[src/rtl/control_modulo_if.sv]
// Control/status bus between the modulo controller (master) and the modulo datapath (slave).
interface control_modulo_if;
  logic       valid_i;
  logic [2:0] alu_mode_o;
  logic       wren_update_Zahlen_o;
  logic       wren_Zahl1_to_erg_o;
  logic       wren_term_erg_o;
  logic       wren_res_to_erg_o;
  logic       erg_to_alu_a_o;
  logic       Zahl2_to_alu_b_o;
  logic       check_for_termination_o;

  modport master (
    input  valid_i,
    output alu_mode_o, wren_update_Zahlen_o, wren_Zahl1_to_erg_o, wren_term_erg_o,
           wren_res_to_erg_o, erg_to_alu_a_o, Zahl2_to_alu_b_o, check_for_termination_o
  );
  modport slave (
    output valid_i,
    input  alu_mode_o, wren_update_Zahlen_o, wren_Zahl1_to_erg_o, wren_term_erg_o,
           wren_res_to_erg_o, erg_to_alu_a_o, Zahl2_to_alu_b_o, check_for_termination_o
  );
endinterface

[src/rtl/control_modulo.sv]
// Sequencer for Zahl1 mod Zahl2 by repeated compare/subtract on the modulo datapath.
// Optional CONTROL_MODULO_ITER_CNT_EN adds iter_cnt_o (SUB passes of the last completed run).
module control_modulo #(
  parameter int unsigned ALU_LAT  = 1,
  parameter logic [15:0] MAX_ITER = 16'hFFFF,
  parameter logic [2:0]  ALU_SUB  = 3'd1,
  parameter logic [2:0]  ALU_LT   = 3'd2
) (
  input  logic clk,
  input  logic rst_i,
  input  logic start_i,
  output logic busy_o,
  output logic done_o,
  output logic error_o,
`ifdef CONTROL_MODULO_ITER_CNT_EN
  output logic [15:0] iter_cnt_o,
`endif
  control_modulo_if.master dp
);

  localparam int unsigned E    = ALU_LAT + 2;
  localparam logic [7:0]  LAST = 8'(E - 1);

  typedef enum logic [2:0] {IDLE, LOAD, INIT, CMP, CHECK, SUB, DONE, ERR} state_e;

  state_e      state_q, state_d;
  logic [7:0]  phase_q, phase_d;
  logic [15:0] iter_q, iter_d;

  always_ff @(posedge clk) begin
    if (rst_i) begin
      state_q <= IDLE;
      phase_q <= '0;
      iter_q  <= '0;
    end else begin
      state_q <= state_d;
      phase_q <= phase_d;
      iter_q  <= iter_d;
    end
  end

  always_comb begin
    state_d                    = state_q;
    phase_d                    = '0;
    iter_d                     = iter_q;
    busy_o                     = 1'b1;
    done_o                     = 1'b0;
    error_o                    = 1'b0;
    dp.alu_mode_o              = 3'd0;
    dp.wren_update_Zahlen_o    = 1'b0;
    dp.wren_Zahl1_to_erg_o     = 1'b0;
    dp.wren_term_erg_o         = 1'b0;
    dp.wren_res_to_erg_o       = 1'b0;
    dp.erg_to_alu_a_o          = 1'b0;
    dp.Zahl2_to_alu_b_o        = 1'b0;
    dp.check_for_termination_o = 1'b0;
    unique case (state_q)
      IDLE: begin
        busy_o = 1'b0;
        if (start_i) begin
          state_d = LOAD;
          iter_d  = '0;
        end
      end
      LOAD: begin
        // first cycle lets the datapath input register capture the operands
        if (phase_q == 8'd1) begin
          dp.wren_update_Zahlen_o = 1'b1;
          state_d                 = INIT;
        end else begin
          phase_d = phase_q + 8'd1;
        end
      end
      INIT: begin
        dp.wren_Zahl1_to_erg_o = 1'b1;
        state_d                = CMP;
      end
      CMP, SUB: begin
        dp.erg_to_alu_a_o   = 1'b1;
        dp.Zahl2_to_alu_b_o = 1'b1;
        dp.alu_mode_o       = (state_q == CMP) ? ALU_LT : ALU_SUB;
        if (phase_q == LAST) begin
          if (state_q == CMP) begin
            dp.wren_term_erg_o = 1'b1;
            state_d            = CHECK;
          end else begin
            dp.wren_res_to_erg_o = 1'b1;
            state_d              = CMP;
            iter_d               = (iter_q == 16'hFFFF) ? iter_q : iter_q + 16'd1;
          end
        end else begin
          phase_d = phase_q + 8'd1;
        end
      end
      CHECK: begin
        dp.check_for_termination_o = 1'b1;
        if (dp.valid_i)              state_d = DONE;
        else if (iter_q == MAX_ITER) state_d = ERR;
        else                         state_d = SUB;
      end
      DONE: begin
        done_o  = 1'b1;
        state_d = IDLE;
      end
      ERR: begin
        done_o  = 1'b1;
        error_o = 1'b1;
        state_d = IDLE;
      end
      default: state_d = IDLE;
    endcase
  end

`ifdef CONTROL_MODULO_ITER_CNT_EN
  logic [15:0] iter_cnt_q;

  always_ff @(posedge clk) begin
    if (rst_i)
      iter_cnt_q <= '0;
    else if (state_q == CHECK && state_d != SUB)
      iter_cnt_q <= iter_q;
  end

  assign iter_cnt_o = iter_cnt_q;
`endif

endmodule

[src/flat_wrapper.sv]
// flat-port wrapper written by rule: the top's interface ports become plain ports
module control_modulo_flat 
#(
  parameter int unsigned ALU_LAT  = 1,
  parameter logic [15:0] MAX_ITER = 16'hFFFF,
  parameter logic [2:0]  ALU_SUB  = 3'd1,
  parameter logic [2:0]  ALU_LT   = 3'd2
)
  (clk, rst_i, start_i, busy_o, done_o, error_o, dp_valid_i, dp_alu_mode_o, dp_wren_update_Zahlen_o, dp_wren_Zahl1_to_erg_o, dp_wren_term_erg_o, dp_wren_res_to_erg_o, dp_erg_to_alu_a_o, dp_Zahl2_to_alu_b_o, dp_check_for_termination_o);
  control_modulo_if dp_i ();
  input  logic clk;
  input  logic rst_i;
  input  logic start_i;
  output logic busy_o;
  output logic done_o;
  output logic error_o;
  input wire logic [$bits(dp_i.valid_i)-1:0] dp_valid_i;
  output wire logic [$bits(dp_i.alu_mode_o)-1:0] dp_alu_mode_o;
  output wire logic [$bits(dp_i.wren_update_Zahlen_o)-1:0] dp_wren_update_Zahlen_o;
  output wire logic [$bits(dp_i.wren_Zahl1_to_erg_o)-1:0] dp_wren_Zahl1_to_erg_o;
  output wire logic [$bits(dp_i.wren_term_erg_o)-1:0] dp_wren_term_erg_o;
  output wire logic [$bits(dp_i.wren_res_to_erg_o)-1:0] dp_wren_res_to_erg_o;
  output wire logic [$bits(dp_i.erg_to_alu_a_o)-1:0] dp_erg_to_alu_a_o;
  output wire logic [$bits(dp_i.Zahl2_to_alu_b_o)-1:0] dp_Zahl2_to_alu_b_o;
  output wire logic [$bits(dp_i.check_for_termination_o)-1:0] dp_check_for_termination_o;
  assign dp_i.valid_i = dp_valid_i;
  assign dp_alu_mode_o = dp_i.alu_mode_o;
  assign dp_wren_update_Zahlen_o = dp_i.wren_update_Zahlen_o;
  assign dp_wren_Zahl1_to_erg_o = dp_i.wren_Zahl1_to_erg_o;
  assign dp_wren_term_erg_o = dp_i.wren_term_erg_o;
  assign dp_wren_res_to_erg_o = dp_i.wren_res_to_erg_o;
  assign dp_erg_to_alu_a_o = dp_i.erg_to_alu_a_o;
  assign dp_Zahl2_to_alu_b_o = dp_i.Zahl2_to_alu_b_o;
  assign dp_check_for_termination_o = dp_i.check_for_termination_o;
  control_modulo #(.ALU_LAT(ALU_LAT), .MAX_ITER(MAX_ITER), .ALU_SUB(ALU_SUB), .ALU_LT(ALU_LT)) u_core (.clk(clk), .rst_i(rst_i), .start_i(start_i), .busy_o(busy_o), .done_o(done_o), .error_o(error_o), .dp(dp_i));
endmodule
[config.mk]
export PLATFORM = sky130hd
export DESIGN_NAME = control_modulo_flat
export DESIGN_NICKNAME = d
export VERILOG_FILES = /design/src/rtl/control_modulo_if.sv /design/src/rtl/control_modulo.sv /design/src/flat_wrapper.sv
export SDC_FILE = /design/constraint.sdc
export NUM_CORES = 1
export LEC_CHECK = 0
export CORE_MARGIN = 2
export CORE_UTILIZATION = 45
export CTS_CLUSTER_SIZE = 30
export DETAILED_ROUTE_END_ITERATION = 8
export GPL_ROUTABILITY_DRIVEN = 1
export GPL_TIMING_DRIVEN = 0
export PLACE_DENSITY = 0.64
export SLEW_MARGIN = 20
export SYNTH_ARGS = -nofsm -noshare
export SYNTH_HDL_FRONTEND = slang
export SYNTH_SLANG_ARGS = --single-unit
[constraint.sdc]
create_clock -name clk -period 3.1 [get_ports clk]
set_clock_uncertainty 0.2 [all_clocks]
set_input_delay 0.775 -clock clk [delete_from_list [all_inputs] [get_ports clk]]
set_output_delay 0.775 -clock clk [all_outputs]
set_load 0.05 [all_outputs]
==> results of run 1 <==
worst min-delay path by stage:
stage                                  start                       endpoint  slack, ps  depth (start not counted)
3_3_place_gp   u_core.iter_q[5]$_SDFFE_PP0P_  u_core.iter_q[5]$_SDFFE_PP0P_        260                          1
2_1_floorplan  u_core.iter_q[5]$_SDFFE_PP0P_  u_core.iter_q[5]$_SDFFE_PP0P_        240                          1
3_5_place_dp   u_core.iter_q[5]$_SDFFE_PP0P_  u_core.iter_q[5]$_SDFFE_PP0P_        290                          1
5_1_grt        u_core.iter_q[2]$_SDFFE_PP0P_  u_core.iter_q[2]$_SDFFE_PP0P_        330                          1
4_1_cts        u_core.iter_q[5]$_SDFFE_PP0P_  u_core.iter_q[5]$_SDFFE_PP0P_        310                          1
6_report       u_core.iter_q[5]$_SDFFE_PP0P_  u_core.iter_q[5]$_SDFFE_PP0P_        310                          1
worst reg2reg max path: cells and delay by family (launching register included):
| kind | cells | cell delay (ps) |
|---|---|---|
| adder cells (fa/ha/maj) | 1 | 220 |
| AND/OR/NAND/NOR | 5 | 1620 |
| flip-flops | 1 | 450 |
power groups by stage:
stage | clock network, mW | registers [mW] | logic, mW
finish | 0.159 | 0.355 | 0.0526
global route | 0.178 | 0.356 | 0.0587
CTS | 0.166 | 0.355 | 0.0524
detailed placement | 0 | 0.363 | 0.0534
global placement | 0 | 0.362 | 0.0534
floorplan | 0 | 0.362 | 0.0376
metrics by stage:
| stage | setup TNS, ps | cells | util (%) | power (mW) | hold WS (ps) |
|---|---|---|---|---|---|
| 4_1_cts | 0 | 271 | 54.45 | 0.5735 | 310.1 |
| 5_1_grt | 0 | 271 | 53.93 | 0.5927 | 331.7 |
| 6_report | 0 | 271 | 53.93 | 0.5672 | 313.3 |
| 3_3_place_gp | -21.32 | 267 | 53.71 | 0.4157 | 264.0 |
| 2_1_floorplan | 0 | 206 | - | 0.3992 | 238.8 |
| 3_5_place_dp | -84.96 | 267 | 53.71 | 0.4159 | 287.8 |
synth_stat cells (2+ instances only):
library cell	count
nand2b_1	3
a41oi_1	2
nor4_2	2
nand3b_1	2
or3_1	4
a31oi_1	9
nand2_1	15
buf_2	2
o211ai_1	3
o21ai_0	4
or4_1	3
clkbuf_1	4
buf_4	2
a21oi_1	15
dfxtp_1	27
xor2_1	6
and2_1	2
nor2_1	27
or2_2	2
ha_1	4
inv_1	8
and3_1	6
nor3_1	9
nand4_1	7
nand3_1	15
area by class of cell:
type / count / area [sq um] / area share [%]
Buffer: 8 / 40.04 / 2.190
Clock buffer: 3 / 22.52 / 1.232
Clock inverter: 1 / 7.507 / 0.4107
Inverter: 8 / 30.03 / 1.643
Multi-Input combinational cell: 163 / 1005 / 54.96
Sequential cell: 27 / 540.5 / 29.57
Tap cell: 46 / 57.56 / 3.149
Timing Repair Buffer: 15 / 125.1 / 6.845
state kept, by name, summed over array words and instances, names as in the netlist:
register,flops
u_core.iter_q,16
u_core.phase_q,8
u_core.state_q,3
cell families after synthesis:
group,Yosys count
AO/OA/AOI/OAI,44
XOR/XNOR,7
adder cells (fa/ha/maj),4
buffers and inverters,16
flip-flops,27
multiplexers,1
other,1
AND/OR/NAND/NOR,106
layer usage:
metal / part of all wire, % / wire length (microns) / GRT usage [%]
met1: 46 / 1779 / 26.21
met2: 48 / 1844 / 34.64
met3: 4.3 / 166 / 2.993
met4: 1.1 / 42 / 5.707
met5: 0 / 0 / 0
layout by cell type, fill, tap and decap left out, types with 3 or more instances in the layout:
cell,n
dfxtp_1,27
nand3_1,15
a21oi_1,15
o21ai_0,4
nor3_1,9
inv_1,8
nand2b_1,3
xor2_1,6
or3_1,4
nor2_1,27
buf_2,3
and3_1,6
ha_1,4
o211ai_1,3
dlygate4sd2_1,4
clkbuf_1,4
nand2_1,14
clkdlybuf4s50_1,5
a31oi_1,9
clkbuf_4,4
clkbuf_2,3
nand4_1,7
or4_1,3
what timing repair did:
| action | in CTS | in global routing |
|---|---|---|
| endpoints found under the setup margin | 9 | 6 |
| hold buffers | 0 | 0 |
| resized for setup | 15 | 13 |
| pin swaps | 0 | 0 |
==> impl_results.md, run 1 <==
* Die width at between 60 and 70 microns
* Reg-to-Reg End: u_core.iter_q[4]$_SDFFE_PP0P_
* Yosys top cell area share at between 30% and 40%
* Total CTS buffers at 3
* Clock transition at path regs at between 100 and 150 ps
* Synth Flop Type: dfxtp_1
* CP startpoint: u_core.state_q[2]$_SDFFE_PP0P_
* CP top delay family: buffers and inverters
* CTS tree: yes
* Crit path largest cell delay at 810 ps
* CTS Sinks at 27
* Routed vias at approximately 1600
* Sequential fraction of the synthesis area at roughly 34%
* Clock Power Share at about 28%
* R2R setup slack at around 570 ps
* Skew-Pair Late Insertion Delay at 330 ps
* Avg Synthesized Cell Area at slightly below 8 sq um
* Synth warn at 0
* Worst VDD drop at 0.0001528 V
* R2R cell count at 6
* CP max-delay cell: clkdlybuf4s50_1
* Worst Path Max Fanout at 10
* Residual DRC at 0
* Hold Path Class: reg2reg
* All-layer global routing usage at between 20% and 30%
* Worst Tran Pin Value at approximately 700 ps
* Core area at between 0.003 and 0.004 sq mm
* Final WS setup at 114.0 ps
* Crit path time final at about 3000 ps
* Buffers & Inverters on Critical Path at 2
* Critical path startpoint category: register
* Area growth from synthesis to layout at 13.34%
* Detailed Place HPWL at between 2000 and 3000 microns
* Vias in the first global route at roughly 1500
* Synth Cell Area at 0.001613 sq mm
* Design Area, Final at roughly 0.0018 sq mm
* EDFF count, synth at 0
* Post-CTS setup buffer count at 0
* NetSw at around 0.15 mW
* XOR/XNOR Fraction of Synth Area at 3.801%
* DR vias/cell at roughly 6
* RR Startpoint: u_core.phase_q[1]$_SDFF_PP0_
* Worst EP arrival at between 2000 and 2500 ps
* Ys async rst share at 0%
* Tcrit/Tclk final at between 90% and 100%
* CP Depth at 4
* Static leakage at between 0.6 and 0.7 nW
* First-pass GRT wire length at about 6600 microns
* CTS Buffer Depth at 2
* Clock root buffer master: clkbuf_4
* Area after DPL at between 0.0015 and 0.002 sq mm
* Register bit total from synthesis at 27
* Status: finished clean
* Unrepaired setup endpoints after global routing: false
* Nets at between 200 and 250
* Crit-path cells: buf_2, nand2b_1, nor2_1, clkdlybuf4s50_1
* Layout cells sized above 1 at 12.00%
* Slew HR at 53.60%
* Gpl congestion at between 0.8 and 0.9
* Post-route ant nets at 0
* Sw frac at 26.32%
* Synth Area in Simple Gates at approximately 36%
* Largest net degree at the start of global routing at 17
* Comb power frac at under 10%
* Synthesized netlist cell count at about 210
* Max-cap violation count at 0
* Drt wl/cell at 14.14 microns
* Die area at between 0.004 and 0.005 sq mm
* Initial core utilization at approximately 48%
* Largest family of logic cells by synthesized area: simple AND/OR/NAND/NOR gates
* Synth unique cells at 48
* # rows at 21
* Post-synthesis mux area share at less than 1%
* Flop pwr share at between 60% and 70%
* Internal power at approximately 0.42 mW
* Final-layout fill cell count at between 300 and 400
* Mapped Nets at approximately 210
* Fmax at around 330 MHz
* # setup viols final at 0
* Max Slew Vio Count at 0
* Synth Area in Compound Gates at about 18%
* Dpl ws at -84.96 ps
* Die height at ~64 microns
* N_diodes at 0
* Area leader, netlist: dfxtp_1
* Initial antenna violation count at 0
* Critical Path RT at 2120 ps
* Grt ovf at 0
* Initial DRC Count at just over 90
* Largest cells by area after synthesis: dfxtp_1 34%, nor2_1 6.3%, a21oi_1 4.7%, nand3_1 4.7%, a31oi_1 3.5%
* Final hold violations at 0
* Cell area power density at a little over 300 mW/mm^2
* # H-tree levels at 1
* Synth Area in Adders at under 10%
* Kind of critical path: reg2out
* CP endpoint: dp_check_for_termination_o
* Drt first pass iters at 4
* Number of I/O pins at 17
* WL final at between 3000 and 4000 microns
* I/O Buffers at 15
* Critical Path Sink Type: primary output
(Power assumes the default switching activity.)
==> inputs of run 2 (changes only) <==
--- a/config.mk
+++ b/config.mk
@@ -5,6 +5,7 @@
 export SDC_FILE = /design/constraint.sdc
 export NUM_CORES = 1
 export LEC_CHECK = 0
+export CAP_MARGIN = 15
 export CORE_MARGIN = 2
 export CORE_UTILIZATION = 45
 export CTS_CLUSTER_SIZE = 30
==> constraint.sdc (replaced) <==
create_clock -name clk -period 3.1 [get_ports clk]
set_clock_uncertainty 0.2 [all_clocks]
set_input_delay 0.62 -clock clk [delete_from_list [all_inputs] [get_ports clk]]
set_output_delay 0.62 -clock clk [all_outputs]
set_load 0.05 [all_outputs]
==> impl_results.md, run 2 (synthesized netlist as in run 1, its figures left out) <==
* Worst EP arrival at 2190 ps (+180 ps)
* Static leakage at 0.6839 nW (+1.5%)
* DR vias/cell at 5.705 (-2.2%)
* Die height at 63.87 microns (unchanged)
* Max-cap violation count at 0 (unchanged)
* Tcrit/Tclk final at 97.02% (+0.70 points)
* R2R cell count at 6 (unchanged)
* NetSw at 0.1499 mW (+0.40%)
* DR top layer: met4
* Grt ovf at 0 (unchanged)
* Max reg flops at 16 (unchanged)
* Met1 wire length at 1832 microns (+3.0%)
* DP Cell Count at 267 (unchanged)
* Final hold violations at 0 (unchanged)
* CP max-delay cell: clkdlybuf4s50_1
* Design Area, Final at 0.001842 sq mm (+0.75%)
* Area after DPL at 0.001821 sq mm (unchanged)
* Critical Path Sink Type: primary output
* All-layer global routing usage at 20.20% (unchanged)
* Clock transition at path regs at 140 ps (about the same)
* Initial antenna violation count at 0 (unchanged)
* Number of I/O pins at 17 (unchanged)
* Status: finished clean
* N_diodes at 0 (unchanged)
* Die area at 0.004079 sq mm (unchanged)
* Reg-to-Reg End: u_core.iter_q[4]$_SDFFE_PP0P_
* WHS Path Cells at 1 (unchanged)
* Unrepaired setup endpoints after global routing: false
* WL final at 3860 microns (+0.70%)
* Post-CTS setup buffer count at 0 (unchanged)
* Most flops, register: u_core.iter_q
* Comb power frac at 9.5% (+0.2 points)
* Total CTS buffers at 3 (unchanged)
* Kind of critical path: reg2out
* # rows at 21 (unchanged)
* Fin Setup TNS at 0 ps (unchanged)
* Worst Path Max Fanout at 10 (unchanged)
* Hold Path Class: reg2reg
* # H-tree levels at 1 (unchanged)
* Crit path largest cell delay at 690 ps (-120 ps)
* Worst VDD drop at 0.0001530 V (+0.14%)
* Layout cells sized above 1 at 10.22% (-1.8 points)
* CTS Buffer Depth at 2 (unchanged)
* Post-route ant nets at 0 (unchanged)
* Critical path startpoint category: register
* Critical Path RT at 2280 ps (+160 ps)
* Clock root buffer master: clkbuf_4
* Drt first pass iters at 4 (unchanged)
* Met3 WL at 128 microns (-23%)
* Slew HR at 57.11% (+3.5 points)
* Max Slew Vio Count at 0 (unchanged)
* RR Startpoint: u_core.phase_q[1]$_SDFF_PP0_
* Detailed Place HPWL at 2928 microns (unchanged)
* Area growth from synthesis to layout at 14.20%
* First-pass GRT wire length at 6637 microns (unchanged)
* Biggest regs: u_core.iter_q x16, u_core.phase_q x8, u_core.state_q x3
* Largest net degree at the start of global routing at 17 (unchanged)
* Residual DRC at 0 (unchanged)
* Worst Tran Pin Value at 638.4 ps (-54.97 ps)
* Met2 WL at 1881 microns (+2.0%)
* Fmax at 332.5 MHz (-0.72%)
* Crit path time final at 3008 ps (+21.74 ps)
* Fin cells at 271 (unchanged)
* Crit-path cells: clkbuf_1, inv_1, and3_1, clkdlybuf4s50_1
* Sw frac at 26.35% (+0.029 points)
* Final-layout fill cell count at 345 (-0.58%)
* Drt wl/cell at 14.24 microns (+0.70%)
* Nets at 234 (unchanged)
* Worst Hold Path EP: u_core.iter_q[5]$_SDFFE_PP0P_
* CTS Sinks at 27 (unchanged)
* Vias in the first global route at 1488 (unchanged)
* Flop pwr share at 62.5% (about the same)
* Routed vias at 1546 (-2.2%)
* Skew-Pair Late Insertion Delay at 340 ps (about the same)
* Hold path start: u_core.iter_q[5]$_SDFFE_PP0P_
* Gpl congestion at 0.8722 (unchanged)
* Cell area power density at 308.9 mW/mm^2 (-0.46%)
* R2R setup slack at 530 ps (-40 ps)
* I/O Buffers at 15 (unchanged)
* Clock Power Share at 28.1% (about the same)
* Initial core utilization at 47.58% (unchanged)
* Most frequent cells in the layout: 27 x nor2_1, 27 x dfxtp_1, 15 x nand2_1, 15 x nand3_1, 15 x a21oi_1
* Initial DRC Count at 103 (+12%)
* Internal power at 0.4190 mW (+0.25%)
* Die width at 63.87 microns (unchanged)
* CTS tree: yes
* # setup viols final at 0 (unchanged)
* Core area at 0.003390 sq mm (unchanged)
[run 2: cell count changes in the layout (fill, tap and decap cells not counted)]
cell and change:
clkbuf_4 -1, dlygate4sd2_1 -1, dlymetal6s2s_1 +1, nand2_1 +1
clkdlybuf4s50_1 +3, clkbuf_2 -1, buf_2 -1, nand2_2 -1
[run 2: power by group through the flow]
stage | clock [mW] | sequential [mW] | combinational [mW]
after floorplan | 0 | 0.362 | 0.0376
after global placement | 0 | 0.362 | 0.0534
after detailed placement | 0 | 0.363 | 0.0534
after CTS | 0.166 | 0.355 | 0.0534
after global routing | 0.178 | 0.356 | 0.0597
final | 0.160 | 0.355 | 0.0539
[run 2: layout make-up]
cell class | count | area [sq um] | share of cell area [%]
multi-input combinational | 163 | 1002 | 54.42
clock buffer | 3 | 22.52 | 1.223
tap | 46 | 57.56 | 3.125
clock inverter | 1 | 7.507 | 0.4076
buffer | 8 | 40.04 | 2.174
timing repair buffer | 15 | 141.4 | 7.677
sequential | 27 | 540.5 | 29.35
inverter | 8 | 30.03 | 1.630
[run 2: routing by layer]
layer  vias to the layer above  GRT usage (%)
met3                         3          2.993
li1                        798              -
met4                         0          5.707
met5                         -              0
met1                       717          26.21
met2                        28          34.64
[run 2: worst max path at each step]
stage                                               from                       endpoint  slack (ps)  cells after the start
after floorplan             u_core.phase_q[0]$_SDFF_PP0_             dp_wren_term_erg_o         250                      5
after global placement                           start_i  u_core.iter_q[8]$_SDFFE_PP0P_         130                      6
after detailed placement                         start_i  u_core.iter_q[8]$_SDFFE_PP0P_          70                      6
after CTS                   u_core.phase_q[1]$_SDFF_PP0_             dp_wren_term_erg_o          50                      5
after global routing      u_core.state_q[1]$_SDFFE_PP0P_              dp_erg_to_alu_a_o           9                      5
final                     u_core.state_q[0]$_SDFFE_PP0P_         dp_wren_Zahl1_to_erg_o          90                      4
[run 2: what timing repair did]
| action | CTS | global route |
|---|---|---|
| pin swaps | 0 | 0 |
| resized for setup | 5 | 7 |
| setup endpoints to repair | 5 | 4 |
| hold buffers | 0 | 0 |
[run 2: metrics by stage]
step	utilization [%]	hold WS (ps)	total power, mW	setup slack, ps
after CTS	54.41	310.1	0.5744	46.47
after detailed placement	53.71	287.8	0.4159	70.04
after floorplan	-	238.8	0.3992	252.6
final	54.34	303.4	0.5689	92.28
after global routing	54.34	331.7	0.5937	9.206
after global placement	53.71	264.0	0.4157	133.7
[run 2: worst max-delay path: cells and delay by family (launching register included)]
| kind | cells | cell delay [ps] |
|---|---|---|
| simple gates | 1 | 220 |
| flops | 1 | 420 |
| buf+inv | 3 | 1220 |
==> inputs of run 3 (changes only) <==
--- a/config.mk
+++ b/config.mk
@@ -6,8 +6,8 @@
 export NUM_CORES = 1
 export LEC_CHECK = 0
 export CAP_MARGIN = 15
-export CORE_MARGIN = 2
 export CORE_UTILIZATION = 45
+export CTS_BUF_LIST = sky130_fd_sc_hd__clkbuf_8 sky130_fd_sc_hd__clkbuf_16
 export CTS_CLUSTER_SIZE = 30
 export DETAILED_ROUTE_END_ITERATION = 8
 export GPL_ROUTABILITY_DRIVEN = 1
==> impl_results.md, run 3 (synthesized netlist as in run 1, its figures left out) <==
* Max-cap violation count at 0 (unchanged)
* All-layer global routing usage at 22.46% (+2.3 points)
* Clock root buffer master: clkbuf_8
* Routed vias at 1616 (+4.5%)
* Critical path startpoint category: register
* Kind of critical path: reg2out
* Largest net degree at the start of global routing at 17 (unchanged)
* Crit-path cells: inv_1, ha_1, nor3b_1, nand2_1, nor3_1, dlygate4sd2_1
* Die height at 61.87 microns (-3.1%)
* Final hold violations at 0 (unchanged)
* Gpl congestion at 0.8789 (+0.77%)
* Total CTS buffers at 3 (unchanged)
* Initial antenna violation count at 0 (unchanged)
* Drt first pass iters at 5 (+1)
* CP max-delay cell: dlygate4sd2_1
* Worst Tran Pin Value at 635.2 ps (-3.264 ps)
* Critical Path Sink Type: primary output
* Drt wl/cell at 14.47 microns (+1.6%)
* DR vias/cell at 5.963 (+4.5%)
* # rows at 21 (unchanged)
* Design Area, Final at 0.001871 sq mm (+1.6%)
* Hold WS at 278.4 ps (-25.06 ps)
* Worst Path Max Fanout at 7 (-3)
* Crit path largest cell delay at 550 ps (-140 ps)
* CTS tree: yes
* Die area at 0.003827 sq mm (-6.2%)
* Max Slew Vio Count at 0 (unchanged)
* CP top delay family: simple AND/OR/NAND/NOR gates
* Tcrit/Tclk final at 95.70% (-1.3 points)
* # H-tree levels at 1 (unchanged)
* CTS Sinks at 27 (unchanged)
* Area growth from synthesis to layout at 15.98%
* WL final at 3921 microns (+1.6%)
* Clock transition at path regs at 100 ps (-40 ps)
* Nets at 234 (unchanged)
* Fmax at 337.1 MHz (+1.4%)
* Slew HR at 57.50% (+0.39 points)
* Final Power at 0.6181 mW (+8.7%)
* Initial DRC Count at 180 (+75%)
* Cell area power density at 330.5 mW/mm^2 (+7.0%)
* Final WS setup at 133.4 ps (+41.15 ps)
* Max reg flops at 16 (unchanged)
* Core area at 0.003390 sq mm (unchanged)
* Initial core utilization at 47.58% (unchanged)
* Hold Path Class: reg2reg
* Crit path time final at 2967 ps (-41.15 ps)
* I/O Buffers at 15 (unchanged)
* Static leakage at 0.6891 nW (+0.75%)
* Unrepaired setup endpoints after global routing: false
* Detailed Place HPWL at 2941 microns (+0.45%)
* Worst VDD drop at 0.0001826 V (+19%)
* CTS Buffer Depth at 2 (unchanged)
* Layout cells sized above 1 at 9.333% (-0.89 points)
* Skew-Pair Late Insertion Delay at 280 ps (-60 ps)
* Buffers & Inverters on Critical Path at 2 (-1)
* Hold-fix buffers, CTS at 0 (unchanged)
* First-pass GRT wire length at 6486 microns (-2.3%)
* Most frequent cells in the layout: 27 x nor2_1, 27 x dfxtp_1, 15 x nand2_1, 15 x nand3_1, 15 x a21oi_1
* Area after DPL at 0.001821 sq mm (unchanged)
* Most flops, register: u_core.iter_q
* Post-route ant nets at 0 (unchanged)
* Critical Path RT at 2280 ps (about the same)
* Worst EP arrival at 2150 ps (-40 ps)
* Status: finished clean
* N_diodes at 0 (unchanged)
* Number of I/O pins at 17 (unchanged)
* # setup viols final at 0 (unchanged)
* Dpl ws at -26.61 ps (-96.64 ps)
* Grt ovf at 0 (unchanged)
* Residual DRC at 0 (unchanged)
* Biggest regs: u_core.iter_q x16, u_core.phase_q x8, u_core.state_q x3
* Die width at 61.87 microns (-3.1%)
* Vias in the first global route at 1478 (-0.67%)
run 3: repair_timing:
item,4_1_cts,5_1_grt
resized for setup,3,2
endpoints found under the setup margin,3,2
cloned,0,0
setup buffers,0,0
run 3: path summary, 6_finish.rpt:
check	depth (start not counted)	slack, ps	to	from
worst min-delay path	1	280	u_core.iter_q[5]$_SDFFE_PP0P_	u_core.iter_q[5]$_SDFFE_PP0P_
worst max-delay path	6	130	dp_wren_term_erg_o	u_core.phase_q[0]$_SDFF_PP0_
worst max register to register	7	570	u_core.iter_q[4]$_SDFFE_PP0P_	u_core.phase_q[0]$_SDFF_PP0_
worst min register to register	1	280	u_core.iter_q[5]$_SDFFE_PP0P_	u_core.iter_q[5]$_SDFFE_PP0P_
run 3: power by group:
part	leakage [nW]	switching [mW]	total, mW	internal [mW]
clock	0.0217	0.117	0.209	0.0914
combinational	0.450	0.0358	0.0546	0.0188
sequential	0.218	0.00474	0.355	0.350
run 3: final cells by class:
| class | instances | area (sq um) |
|---|---|---|
| fill | 324 | 1519 |
| multi-input combinational | 163 | 1002 |
| sequential | 27 | 540.5 |
| timing repair buffer | 15 | 151.4 |
| tap | 46 | 57.56 |
| clock buffer | 3 | 41.29 |
| buffer | 8 | 40.04 |
| inverter | 8 | 30.03 |
| clock inverter | 1 | 7.507 |
run 3: worst register-to-register path, stage by stage, from the launching register on:
cell,delay (ps)
dfxtp_1,380
inv_1,80
ha_1,190
or3b_2,500
nor2_1,300
nand3b_1,220
or4_1,510
nand3_1,90
run 3: per-layer routing:
layer / track usage, % / vias up / wire [microns]
met5: 0 / - / 0
met4: 7.937 / 0 / 0
met3: 3.520 / 0 / 221
met2: 39.17 / 59 / 1997
met1: 28.08 / 754 / 1702
li1: - / 803 / -
run 3: stage by stage:
stage               instances  utilization (%)  TNS, ps
floorplan                 206                -        0
global placement          267            53.71        0
detailed placement        267            53.71   -26.61
CTS                       271            55.04        0
global route              271            55.19        0
finish                    271            55.19        0
